<file path="src/rtl/universal_shift_reg.sv">
// Universal shift register: single-cycle hold/load/clear commands and
// multi-cycle shift/rotate commands that step one bit per clock.
module universal_shift_reg #(
    parameter int               WIDTH   = 8,
    parameter int               AMT_W   = 4,
    parameter logic [WIDTH-1:0] RST_VAL = '0
) (
    input  logic             clk,
    input  logic             rst,
    input  logic             start,
    input  logic [2:0]       mode,
    input  logic [AMT_W-1:0] amount,
    input  logic [WIDTH-1:0] d,
    input  logic             sin,
    output logic [WIDTH-1:0] q,
    output logic [WIDTH-1:0] qbar,
    output logic             sout,
    output logic             busy,
    output logic             done
);

    localparam logic [0:0] S_IDLE  = 1'b0;
    localparam logic [0:0] S_SHIFT = 1'b1;

    localparam logic [2:0] M_HOLD  = 3'b000;
    localparam logic [2:0] M_LOAD  = 3'b001;
    localparam logic [2:0] M_SHL   = 3'b010;
    localparam logic [2:0] M_SHR   = 3'b011;
    localparam logic [2:0] M_ROTL  = 3'b100;
    localparam logic [2:0] M_ROTR  = 3'b101;
    localparam logic [2:0] M_ASR   = 3'b110;
    localparam logic [2:0] M_CLEAR = 3'b111;

    logic [0:0]       state_q, state_d;
    logic [AMT_W-1:0] cnt_q,   cnt_d;
    logic [2:0]       mode_q,  mode_d;
    logic [WIDTH-1:0] reg_q,   reg_d;
    logic             sout_q,  sout_d;
    logic             done_q,  done_d;

    // One single-bit step of a shift/rotate mode; returns {bit_out, new_value}.
    function automatic logic [WIDTH:0] step_fn(input logic [2:0]       m,
                                               input logic [WIDTH-1:0] v,
                                               input logic             s);
        logic [WIDTH:0] r;
        r = {1'b0, v};
        case (m)
            M_SHL:   r = {v[WIDTH-1], v[WIDTH-2:0], s};
            M_SHR:   r = {v[0], s, v[WIDTH-1:1]};
            M_ROTL:  r = {v[WIDTH-1], v[WIDTH-2:0], v[WIDTH-1]};
            M_ROTR:  r = {v[0], v[0], v[WIDTH-1:1]};
            M_ASR:   r = {v[0], v[WIDTH-1], v[WIDTH-1:1]};
            default: r = {1'b0, v};
        endcase
        return r;
    endfunction

    logic [WIDTH:0] step_res;
    assign step_res = step_fn(mode_q, reg_q, sin);

    always_comb begin
        state_d = state_q;
        cnt_d   = cnt_q;
        mode_d  = mode_q;
        reg_d   = reg_q;
        sout_d  = sout_q;
        done_d  = 1'b0;
        case (state_q)
            S_IDLE: begin
                if (start) begin
                    case (mode)
                        M_HOLD:  done_d = 1'b1;
                        M_LOAD:  begin reg_d = d;  done_d = 1'b1; end
                        M_CLEAR: begin reg_d = '0; done_d = 1'b1; end
                        default: begin
                            // Zero-length shifts complete immediately without entering SHIFT.
                            if (amount == '0) begin
                                done_d = 1'b1;
                            end else begin
                                mode_d  = mode;
                                cnt_d   = amount;
                                state_d = S_SHIFT;
                            end
                        end
                    endcase
                end
            end
            default: begin
                reg_d  = step_res[WIDTH-1:0];
                sout_d = step_res[WIDTH];
                cnt_d  = cnt_q - 1'b1;
                if (cnt_q == {{(AMT_W-1){1'b0}}, 1'b1}) begin
                    state_d = S_IDLE;
                    done_d  = 1'b1;
                end
            end
        endcase
    end

    always_ff @(posedge clk or posedge rst) begin
        if (rst) begin
            state_q <= S_IDLE;
            cnt_q   <= '0;
            mode_q  <= M_HOLD;
            reg_q   <= RST_VAL;
            sout_q  <= 1'b0;
            done_q  <= 1'b0;
        end else begin
            state_q <= state_d;
            cnt_q   <= cnt_d;
            mode_q  <= mode_d;
            reg_q   <= reg_d;
            sout_q  <= sout_d;
            done_q  <= done_d;
        end
    end

    assign q    = reg_q;
    assign qbar = ~reg_q;
    assign sout = sout_q;
    assign busy = (state_q == S_SHIFT);
    assign done = done_q;

endmodule

</file>
<file path="config.mk">
export PLATFORM = sky130hd
export DESIGN_NAME = universal_shift_reg
export DESIGN_NICKNAME = d
export VERILOG_FILES = /design/src/rtl/universal_shift_reg.sv
export SDC_FILE = /design/constraint.sdc
export NUM_CORES = 1
export LEC_CHECK = 0
export CELL_PAD_IN_SITES_DETAIL_PLACEMENT = 2
export CELL_PAD_IN_SITES_GLOBAL_PLACEMENT = 2
export CORE_ASPECT_RATIO = 1.5
export CORE_MARGIN = 3
export CORE_UTILIZATION = 25
export CTS_BUF_LIST = sky130_fd_sc_hd__clkbuf_4
export DETAILED_ROUTE_END_ITERATION = 10
export PLACE_DENSITY_LB_ADDON = 0.1
export SYNTH_ARGS = -nofsm -noshare
export SYNTH_HDL_FRONTEND = slang
export SYNTH_SLANG_ARGS = --single-unit
</file>
<file path="constraint.sdc">
create_clock -name clk -period 1.4 [get_ports clk]
set_input_delay 0.35 -clock clk [delete_from_list [all_inputs] [get_ports clk]]
set_output_delay 0.35 -clock clk [all_outputs]
set_load 0.01 [all_outputs]
</file>
==> out/summary.txt <==
status: complete, but fails checks
failing checks: setup timing
later-pin clock latency in the skew report: 0.30 ns
n_diodes: 0
number of synthesized flops with an enable pin: 0
library cells used by synthesis: 41
worst slack, placed: -0.638 ns
Arrival @ worst endpoint: 1.68 ns
Yosys reg bits: 18
synth top area cells: dfrtp_1 37%, mux2i_1 5.7%, a21oi_1 4.5%, nor2_1 4.3%, o2bb2ai_1 4.3%
die height: 91.6 um
worst vdd ir: 961 uV
Main synth FF type: dfrtp_1
Nets: 223
grt ovf: 0
Crit path max-delay family: buffers and inverters
RSZ-0062 raised after global routing: yes
first-pass GRT wire length: 7.08 mm
PD cells: 2570 mW/mm2
max frequency: 675 MHz
die area: 0.00578 mm2
core area: 0.00462 mm2
area grow syn2layout: 66.7%
hold_buf cts: 0
most frequent cells after synthesis: 18 x dfrtp_1, 14 x nor2_1, 12 x inv_1
max-slew violations: 0
most numerous cell in the Yosys netlist: dfrtp_1
slowest stage cell, crit path: dfrtp_2
fin cells: 265
CP required: 1.59 ns
crit path kind: flip-flop to flip-flop
Pleak: 0.929 nW
worst path cell trace: buf_6 -> buf_4 -> o21a_4 -> o2bb2ai_4 -> buf_12 -> nor2_1 -> a21oi_2
routed len/inst: 17.8 um
total track usage: 15.5%
synth warn: 0
drt drc: 0
Slew HR: 79.6%
Crit. End Element: flip-flop
IO Count: 38
CTS buffer count: 3
H-tree depth: 1
Crit path buffers/inverters: 3
# rows: 30
fraction of registers with async set/reset: 100%
port buffer count: 37
CP peak stage delay: 0.43 ns
Avg Vias per Cell: 4.87
largest net degree at the start of global routing: 19
CP startpoint kind: flip-flop
Cells after Synth: 129
fillers: 531
Final Setup Violations: 10
Worst-path clk slew: 0.12 ns
placed cells: 247
Tcrit/Tclk final: 106%
Final Hold Vio Count: 0
area leader, netlist: dfrtp_1
max_cap viols: 0
Root Driver: clkbuf_4
CTS tree: done
Via Count: 1291
CTS Buffer Depth: 2
effective utilization at floorplan: 26.4%
Detailed Routing Iterations Pass 1: 4
Worst Tran Pin Value: 0.305 ns
Post-Syn Nets: 150
Synth top area share: 36.9%
clock skew: 0.00657 ns
GP Congestion: 0.702
worst setup margin: -0.0816 ns
Final Critical Period: 1.48 ns
Routed Wire Length: 4.72 mm
Final ANT Viol Nets: 0
synthesized cell area: 0.00122 mm2
critical path fanouts, max: 9
vias in the first global route: 1438
worst hold path class: input pin to async pin
DRT iter0 DRCs: 38
register area share after synthesis: 36.9%
Sink Count: 18
layout cells sized above 1: 41.8%
TNS Setup: -0.447 ns
r2r startpoint: busy
Die X-Extent: 63.1 um
Mean Syn Cell Area: 9.47 um2
Final Util: 44.1%
initial antenna violation count: 0
Post-DP HPWL: 3.40 mm
Critical path origin: busy
-- path summary, 6_finish.rpt --
path | depth (start not counted) | end | slack, ns
min in group clk | 2 | mode_q[2] | 0.44
hold reg to reg | 1 | cnt_q[1] | 0.57
hold / removal | 3 | done | 0.37
setup / recovery | 7 | q[6] | -0.08
max in group asynchronous | 3 | cnt_q[0] | 0.78
setup reg to reg | 7 | q[6] | -0.08
-- timing repair --
action                                  CTS  global route
endpoints found under the setup margin   36            24
gates cloned                              0             1
pin swaps                                 5             2
endpoints found under the hold margin     0             0
buffers inserted                         10             4
resized for setup                        52            29
-- logic make-up (layout without fill, tap and decap cells) --
kind of cell             count (synthesis)  after routing  share of synthesized area (%)
flip-flops                              18             18                           36.9
AND/OR/NAND/NOR                         33             33                           15.1
AO/OA/AOI/OAI                           41             41                           24.3
buffers and inverters                   22             94                           9.22
adder cells (fa/ha/maj)                  2              2                           2.05
multiplexers                            10             10                           8.81
XOR/XNOR                                 3              3                           3.69
-- registers in the layout, indices dropped and copies added, names as in the netlist --
signal,cells
sout,1
q,8
busy,1
cnt_q,4
mode_q,3
done,1
-- per-layer routing --
metal  vias up  routed length (um)  global-route usage, %
met1       652                1850                   16.5
met4         0                  35                   4.05
met5         -                   0                      0
li1        611                   -                      -
met2        26                2680                   30.9
met3         2                 156                   2.10
-- cells in the final DEF, fill, tap and decap left out, types with 3 or more instances in the layout --
cell / n
a21oi_1: 6
nand2_1: 4
clkbuf_4: 3
dfrtp_1: 15
mux2_4: 3
a221o_1: 3
dfrtp_2: 3
buf_6: 5
a21oi_2: 5
dlygate4sd2_1: 14
o2bb2ai_1: 6
clkbuf_2: 4
mux2i_1: 7
buf_4: 35
a31oi_1: 3
nor2_2: 6
clkdlybuf4s50_1: 11
a22oi_1: 6
inv_1: 10
nor2_1: 8
-- final cells by class --
class / count / area [um2] / share of cell area [%]
flip-flops and latches: 18 / 454 / 22.3
multi-input cells: 89 / 746 / 36.6
inverters: 13 / 51.3 / 2.52
well taps: 64 / 80.1 / 3.93
clock inverters: 1 / 3.75 / 0.184
clock buffers: 3 / 22.5 / 1.11
repair buffers: 77 / 678 / 33.3
-- per-stage QoR --
stage,power (mW),hold slack [ns],area [um2]
after CTS,4.79,0.371,1950
after detailed placement,4.31,0.536,1820
after global routing,5.67,0.398,2040
final,5.24,0.369,2040
after global placement,4.20,0.533,1820
after floorplan,2.78,0.289,1220
-- worst register-to-register path, stage by stage, from the launching register on --
cell and delay, ns:
dfrtp_2 0.43, buf_6 0.13, buf_4 0.17, o21a_4 0.14, o2bb2ai_4 0.17, buf_12 0.16
nor2_1 0.13, a21oi_2 0.05
-- power by group --
group          leakage (nW)  switching, mW  internal (mW)
clock network        0.0154          0.179          0.104
registers             0.211          0.264          0.805
logic                 0.703           1.79           2.09
total                 0.929           2.23           3.00
No activity file was read; power rests on OpenSTA's default activity.
